--- src/rtl/if_id_queue_pkg.sv ---
// if_id_queue_pkg: shared pipeline entry type and NOP encoding for the IF/ID queue
package if_id_queue_pkg;
   localparam int IF_ID_XLEN = 32;
   localparam logic [31:0] IF_ID_NOP = 32'h0000_0013;
   typedef struct packed {
      logic [IF_ID_XLEN-1:0] pc;
      logic [IF_ID_XLEN-1:0] instr;
      logic                  compress;
   } if_id_entry_t;
endpackage

--- src/rtl/if_id_queue_mem.sv ---
// if_id_queue_mem: DEPTH x W register array, one write port, one async read port
module if_id_queue_mem #(
   parameter int DEPTH = 2,
   parameter int W = 65,
   localparam int AW = $clog2(DEPTH)
) (
   input  logic          i_clk,
   input  logic          i_we,
   input  logic [AW-1:0] i_waddr,
   input  logic [W-1:0]  i_wdata,
   input  logic [AW-1:0] i_raddr,
   output logic [W-1:0]  o_rdata
);
   logic [W-1:0] mem [DEPTH];
   // storage is never reset; occupancy alone decides which entries are live
   always_ff @(posedge i_clk)
      if (i_we) mem[i_waddr] <= i_wdata;
   assign o_rdata = mem[i_raddr];
endmodule

--- src/rtl/if_id_queue.sv ---
// if_id_queue: IF/ID decoupling FIFO with flush; IF_ID_FLUSH_NOP_EN leaves a NOP after flush
module if_id_queue
   import if_id_queue_pkg::*;
#(
   parameter int XLEN = IF_ID_XLEN,
   parameter int DEPTH = 2,
   localparam int AW = $clog2(DEPTH),
   localparam int CW = AW + 1
) (
   input  logic            i_clk,
   input  logic            i_reset,
   input  logic            i_valid,
   output logic            o_ready,
   input  logic [XLEN-1:0] i_pc,
   input  logic [XLEN-1:0] i_instr,
   input  logic            i_compress,
   output logic            o_valid,
   input  logic            i_ready,
   output logic [XLEN-1:0] o_pc,
   output logic [XLEN-1:0] o_instr,
   output logic            o_compress,
   input  logic            i_flush,
   output logic [CW-1:0]   o_count
);
`ifdef IF_ID_FLUSH_NOP_EN
   localparam int FLUSH_CNT = 1;
`else
   localparam int FLUSH_CNT = 0;
`endif
   logic [AW-1:0] wptr, rptr, waddr;
   logic [CW-1:0] count;
   logic wr, rd, we;
   if_id_entry_t in_e, rd_e, wdata;
   assign wr = i_valid & o_ready;
   assign rd = o_valid & i_ready;
   assign in_e = '{pc: IF_ID_XLEN'(i_pc), instr: IF_ID_XLEN'(i_instr), compress: i_compress};
`ifdef IF_ID_FLUSH_NOP_EN
   if_id_entry_t nop_e;
   assign nop_e = '{pc: IF_ID_XLEN'(i_pc), instr: IF_ID_XLEN'(IF_ID_NOP), compress: 1'b0};
   assign we = ~i_reset & (i_flush | wr);
   assign waddr = i_flush ? '0 : wptr;
   assign wdata = i_flush ? nop_e : in_e;
`else
   assign we = ~i_reset & ~i_flush & wr;
   assign waddr = wptr;
   assign wdata = in_e;
`endif
   if_id_queue_mem #(.DEPTH(DEPTH), .W($bits(if_id_entry_t))) u_mem (
      .i_clk   (i_clk),
      .i_we    (we),
      .i_waddr (waddr),
      .i_wdata (wdata),
      .i_raddr (rptr),
      .o_rdata (rd_e)
   );
   // pointers and occupancy; reset beats flush, flush beats both handshakes
   always_ff @(posedge i_clk) begin
      if (i_reset) begin
         wptr  <= '0;
         rptr  <= '0;
         count <= '0;
      end else if (i_flush) begin
         wptr  <= AW'(FLUSH_CNT);
         rptr  <= '0;
         count <= CW'(FLUSH_CNT);
      end else begin
         wptr  <= wptr + AW'(wr);
         rptr  <= rptr + AW'(rd);
         count <= count + CW'(wr) - CW'(rd);
      end
   end
   assign o_count = count;
   assign o_valid = count != '0;
   assign o_ready = count != CW'(DEPTH);
   assign o_pc = o_valid ? XLEN'(rd_e.pc) : '0;
   assign o_instr = o_valid ? XLEN'(rd_e.instr) : '0;
   assign o_compress = o_valid & rd_e.compress;
endmodule

--- config.mk ---
export PLATFORM = sky130hd
export DESIGN_NAME = if_id_queue
export DESIGN_NICKNAME = d
export VERILOG_FILES = /design/src/rtl/if_id_queue_pkg.sv /design/src/rtl/if_id_queue_mem.sv /design/src/rtl/if_id_queue.sv
export SDC_FILE = /design/constraint.sdc
export NUM_CORES = 1
export LEC_CHECK = 0
export CORE_ASPECT_RATIO = 0.6
export CORE_MARGIN = 2
export CORE_UTILIZATION = 40
export CTS_CLUSTER_DIAMETER = 40
export DETAILED_ROUTE_END_ITERATION = 6
export GPL_TIMING_DRIVEN = 0
export PLACE_DENSITY = 0.75
export SYNTH_ARGS = -nofsm -noshare
export SYNTH_HDL_FRONTEND = slang
export SYNTH_SLANG_ARGS = --single-unit
--- constraint.sdc ---
create_clock -name i_clk -period 12.4 [get_ports i_clk]
set_clock_uncertainty 0.05 [all_clocks]
set_input_delay 3.72 -clock i_clk [delete_from_list [all_inputs] [get_ports i_clk]]
set_output_delay 3.72 -clock i_clk [all_outputs]
set_load 0.01 [all_outputs]
Yosys cells after proc, flatten, opt, wreduce, memory -nomap -nowiden
Memory sizes are Yosys's and may differ from the RTL's. A register that Yosys moved wholly into a read port is not among the register bits.
Index checks and enable logic that the tools add are counted.
{"block": "word_totals", "ff_bits": 4, "latch_bits": 0, "mem_bits_rw": 130, "rom_bits": 0, "input_bits": 70, "out_inout_bits": 69, "elab_cells": 23, "mem_count": 1}
{"memory": "u_mem.mem", "words": 2, "word_bits": 65, "read_ports": 1, "rd_clocked_by_memory_dff": 1, "write_ports": 1, "line": "if_id_queue_mem.sv:14", "rtl": "logic [W-1:0] mem [DEPTH];"}
{"block": "op_classes", "n_addsub": 4, "mul": 0, "div_mod_pow": 0, "magnitude_cmp": 0, "n_eq_ne": 1, "shifts": 0, "n_mux": 5, "bitwise": 7, "reduce_logical": 2}
{"cell": "2-to-1 mux 32 bit", "n": 2}
{"cell": "AND 1 bit", "n": 5}
{"cell": "2-to-1 mux 1 bit", "n": 3}
{"cell": "adder 1 bit", "n": 2}
{"cell": "adder 2 x 1 -> 2 bit", "n": 1}
{"cell": "!= test 2 bit, second input constant", "n": 1}
{"cell": "inverter 1 bit", "n": 2}
{"cell": "nonzero test 2 bit", "n": 1}
{"cell": "OR reduction 2 bit", "n": 1}
{"cell": "subtractor 2 x 1 -> 2 bit", "n": 1}

Logic depth before layout (Yosys ltp)
{"block": "depth", "ltp_word": 5, "mapped_depth": 8, "depth_no_buf": 8}

By module
A second synthesis with hierarchy kept.
{"block": "unflattened", "cells_unflattened": 299, "hier_area_um2": 5586.6}
{"mod": "if_id_queue_mem", "instances": 1, "cells_each": 204, "area_per_inst_um2": 4908.5, "seq_area_each_um2": 3903.7}
{"mod": "if_id_queue", "instances": 1, "cells_each": 95, "area_per_inst_um2": 678.2, "seq_area_each_um2": 80.1}

Worst setup path after synthesis
No wires, ideal clock.
{"block": "synth_timing", "kind": "input-to-reg", "from": "input port i_flush", "to": "memory u_mem.mem[0][0] (enable)", "setup_ns": 0.488, "arrival_ns": 6.809, "t_required_ns": 11.862, "slack_ns": 5.053, "cell_stages": 2, "path_buffers": 0, "path_cell_list": "or3_1 > nor2_1"}
{"block": "synth_between", "elab_chain_len": 5}
{"item": "start: declaration", "line": "if_id_queue.sv:22", "rtl": "input logic i_flush,"}
{"item": "inverter 1 bit", "line": "if_id_queue.sv:44", "rtl": "assign we = ~i_reset & ~i_flush & wr;"}
{"item": "AND 1 bit (2 in a row)", "line": "if_id_queue.sv:44"}
{"item": "2-to-1 mux 1 bit", "line": "if_id_queue_mem.sv:17", "rtl": "if (i_we) mem[i_waddr] <= i_wdata;"}
{"item": "2-to-1 mux 1 bit (not written as such)", "line": "if_id_queue_mem.sv:17"}
{"item": "end: declaration", "line": "if_id_queue_mem.sv:14"}
No other way between the ends.

Worst setup path in the final report
{"block": "layout_timing", "from": "register count[0], in the netlist o_count[0]", "to": "output port o_pc[27]"}
{"block": "layout_between", "elab_chain_len": 2}
{"item": "start: declaration", "line": "if_id_queue.sv:31", "rtl": "logic [CW-1:0] count;"}
{"item": "start signal: assignment", "line": "if_id_queue.sv:65", "rtl": "count <= CW'(FLUSH_CNT);"}
{"item": "start signal: assignment", "line": "if_id_queue.sv:69", "rtl": "count <= count + CW'(wr) - CW'(rd);"}
{"item": "nonzero test 2 bit", "line": "if_id_queue.sv:73", "rtl": "assign o_valid = count != '0;"}
{"item": "2-to-1 mux 32 bit", "line": "if_id_queue.sv:75", "rtl": "assign o_pc = o_valid ? XLEN'(rd_e.pc) : '0;"}
{"item": "end: declaration", "line": "if_id_queue.sv:19", "rtl": "output logic [XLEN-1:0] o_pc,"}
No other way between the ends.

==> impl_metrics.csv <==
group,metric,value,unit
timing,maxSlewViolCount,0,
run,cap_violations,0,
timing,relSlewSlack,69.4,%
logic_synthesis,synthArstFlopShare,0,%
logic_synthesis,avgSynthCellArea,17.2,sq um
clock_network,post_cts_buffers,0,
placed_design,port_buffers,138,
route,drc,0,
die,ioPinCount,139,
power_and_ir_drop,sw_frac_of_total,19.2,%
timing,min_period,5.85,ns
logic_synthesis,yosys_warnings,0,
worst_setup_path,r2r-end,"o_count[1]",
timing,fin_setup_tns,0,ns
logic_synthesis,syn_area,5170,sq um
cells_and_area,fin_cells,642,
route,antenna_left,0,
route,vias,3002,
worst_setup_path,cp.required,8.63,ns
worst_setup_path,reg2reg_depth,8,
timing,hold_viol,0,
route,wl_per_cell,16.1,um
logic_synthesis,synth_cells,300,
logic_synthesis,yosysSeqAreaShare,77.0,%
die,initial_utilization,40.6,%
placed_design,hpwl,6880,um
worst_setup_path,max_stage_delay,0.57,ns
worst_setup_path,cp_slowest_cell,"clkdlybuf4s50_1",
power_and_ir_drop,p_leak,0.00245,uW
die,die_w,151,um
clock_network,cts_buffers,17,
status,outcome,"complete, no violations",
clock_network,post_cts_resized,0,
grt,grt_pass1_vias,3128,
worst_setup_path,crit_path_frequent_cell,"buf_2",
cells_and_area,syn_to_final_growth,44.9,%
power_and_ir_drop,finalPower,1160,uW
worst_setup_path,reg2reg_slack,10.56,ns
clock_network,cts_tree,"built",
placed_design,place_inst,611,
cells_and_area,final_cell_mix,"clkdlybuf4s50_1 (138), edfxtp_1 (130), mux2i_1 (66), nor2_1 (66), clkbuf_16 (17)",
die,die_area,13900,sq um
power_and_ir_drop,peakVddDrop,0.0859,mV
worst_setup_path,start_kind,"flop",
clock_network,clkLatencyLatePin,0.40,ns
route,drtIter0Drc,113,
clock_network,ctsHtreeMaxLevel,4,
cells_and_area,num_antenna_cells,0,
die,rows,32,
logic_synthesis,synth-seq-cells,134,
worst_setup_path,path_cells,"nor2_2 -> buf_2 -> buf_2 -> nor2_1 -> clkdlybuf4s50_1",
power_and_ir_drop,p_sw,224,uW
grt,grt_usage,15.9,%
worst_setup_path,crit_arrival,2.08,ns
grt,grt_first_pass_wirelength,16300,um
timing,fmax,171,MHz
power_and_ir_drop,cellPowerDensity,155,nW/um^2
clock_network,cts_buffer_depth,2,
timing,fin_crit_sh,47.2,%
clock_network,clk_pin_slew,0.05,ns
worst_setup_path,r2r_start,"o_count[0]",
placed_design,gp_congestion,0.731,
cells_and_area,final_common_cell,"clkdlybuf4s50_1",
grt,grt_max_degree,37,
clock_network,cts.sinks,134,
worst_setup_path,critPathKind,"flop to primary output",
grt,grt.overflow.total,0,
die,core_area,12700,sq um
timing,fin_ws,6.55,ns
cells_and_area,fin_nets,532,
power_and_ir_drop,pwr-share-seq,43.8,%
route,drt-vias-per-instance,4.68,
route,wl,10300,um
worst_setup_path,cp_max_fo,10,
min_path,min_path_type,"flop to flop",
min_path,holdPathEnd,"waddr",
logic_synthesis,synth_nets,372,
timing,worstMarginPinSlew,0.458,ns
placed_design,pre_cts_ws,6.72,ns
worst_setup_path,cp-end-kind,"primary output",
logic_synthesis,synth_cell_types,21,
min_path,hp-start,"waddr",
logic_synthesis,synth_edf_count,130,
timing,setup_viol,0,
power_and_ir_drop,p_int,939,uW
min_path,whs_path_depth,2,
power_and_ir_drop,combPwrFrac,8.3,%
logic_synthesis,ys.flop_type,"edfxtp_1",
power_and_ir_drop,clkPwrFrac,47.8,%
die,die_h,92.1,um
cells_and_area,drive_gt1_share,10.2,%
timing,whs,0.430,ns
route,drt_first_pass_iters,4,
clock_network,cts_hold_buf,0,
clock_network,root_buffer,"clkbuf_16",
timing,rsz0062_at_grt,"false",
grt,antenna_found_initial,0,
## cell usage after synthesis (all sizes together) (2+ instances only)
| master | number | share of area (%) |
|---|---|---|
| dfxtp | 4 | 1.5 |
| nor2 | 68 | 5.0 |
| xnor2 | 2 | 0.34 |
| edfxtp | 130 | 75 |
| ha | 2 | 0.48 |
| buf | 13 | 2.9 |
| inv | 3 | 0.22 |
| mux2i | 66 | 13 |
| and2 | 2 | 0.24 |
| clkbuf | 2 | 0.15 |
| nand2 | 2 | 0.15 |
## critical path, delay by kind of cell, from the launching register on
family | cells | cell delay (ns)
AND/OR/NAND/NOR | 2 | 0.26
buffers and inverters | 3 | 1.00
flip-flops | 1 | 0.42
## layer usage
layer | global-route usage, % | vias up | part of all wire [%] | routed length (um)
met1 | 20.5 | 1440 | 44 | 4540
met5 | 0 | - | 0 | 0
met3 | 6.82 | 5 | 9.9 | 1020
li1 | - | 1440 | - | -
met2 | 24.5 | 117 | 45 | 4700
met4 | 4.91 | 0 | 0.61 | 63
## layout make-up
| cell class | instances | area (sq um) |
|---|---|---|
| Fill cell | 996 | 5230 |
| Timing Repair Buffer | 141 | 1440 |
| Inverter | 3 | 11.3 |
| Buffer | 15 | 159 |
| Clock buffer | 19 | 433 |
| Clock inverter | 12 | 228 |
| Multi-Input combinational cell | 148 | 1030 |
| Tap cell | 170 | 213 |
| Sequential cell | 134 | 3980 |
## power by group through the flow
stage | Combinational [uW] | Clock [uW] | Sequential [uW]
5_1_grt | 105 | 589 | 510
6_report | 96.7 | 556 | 510
4_1_cts | 98.2 | 568 | 510
3_3_place_gp | 93.9 | 0 | 520
3_5_place_dp | 97.4 | 0 | 519
2_1_floorplan | 36.2 | 0 | 520
## state kept, by name, indices dropped and copies added, names as in the netlist
name / count
o_count: 2
rptr: 1
u_mem.mem: 130
waddr: 1
## through the flow
stage	instance area, sq um	util (%)
global route	7500	58.9
detailed placement	6840	53.7
finish	7500	58.9
global placement	6770	53.2
floorplan	5170	-
CTS	7500	58.9
## cell families (layout without fill, tap and decap cells)
group / Yosys count / count (layout) / share of synthesized area, %
buf+inv: 18 / 190 / 3.29
fa+ha+maj: 2 / 2 / 0.483
xor+xnor: 3 / 3 / 0.508
simple gates: 76 / 76 / 5.88
flops: 134 / 134 / 77.0
compound gates: 1 / 1 / 0.0966
mux: 66 / 66 / 12.8
## worst max-delay path by stage
stage | end | startpoint | cells after the start
3_5_place_dp | u_mem.mem[1][48] | i_flush | 4
4_1_cts | o_pc[27] | o_count[0] | 5
6_report | o_pc[27] | o_count[0] | 5
5_1_grt | o_pc[27] | o_count[1] | 5
3_3_place_gp | u_mem.mem[0][1] | i_flush | 3
2_1_floorplan | u_mem.mem[0][0] | i_flush | 2
Power figures use the tool's default switching activity.
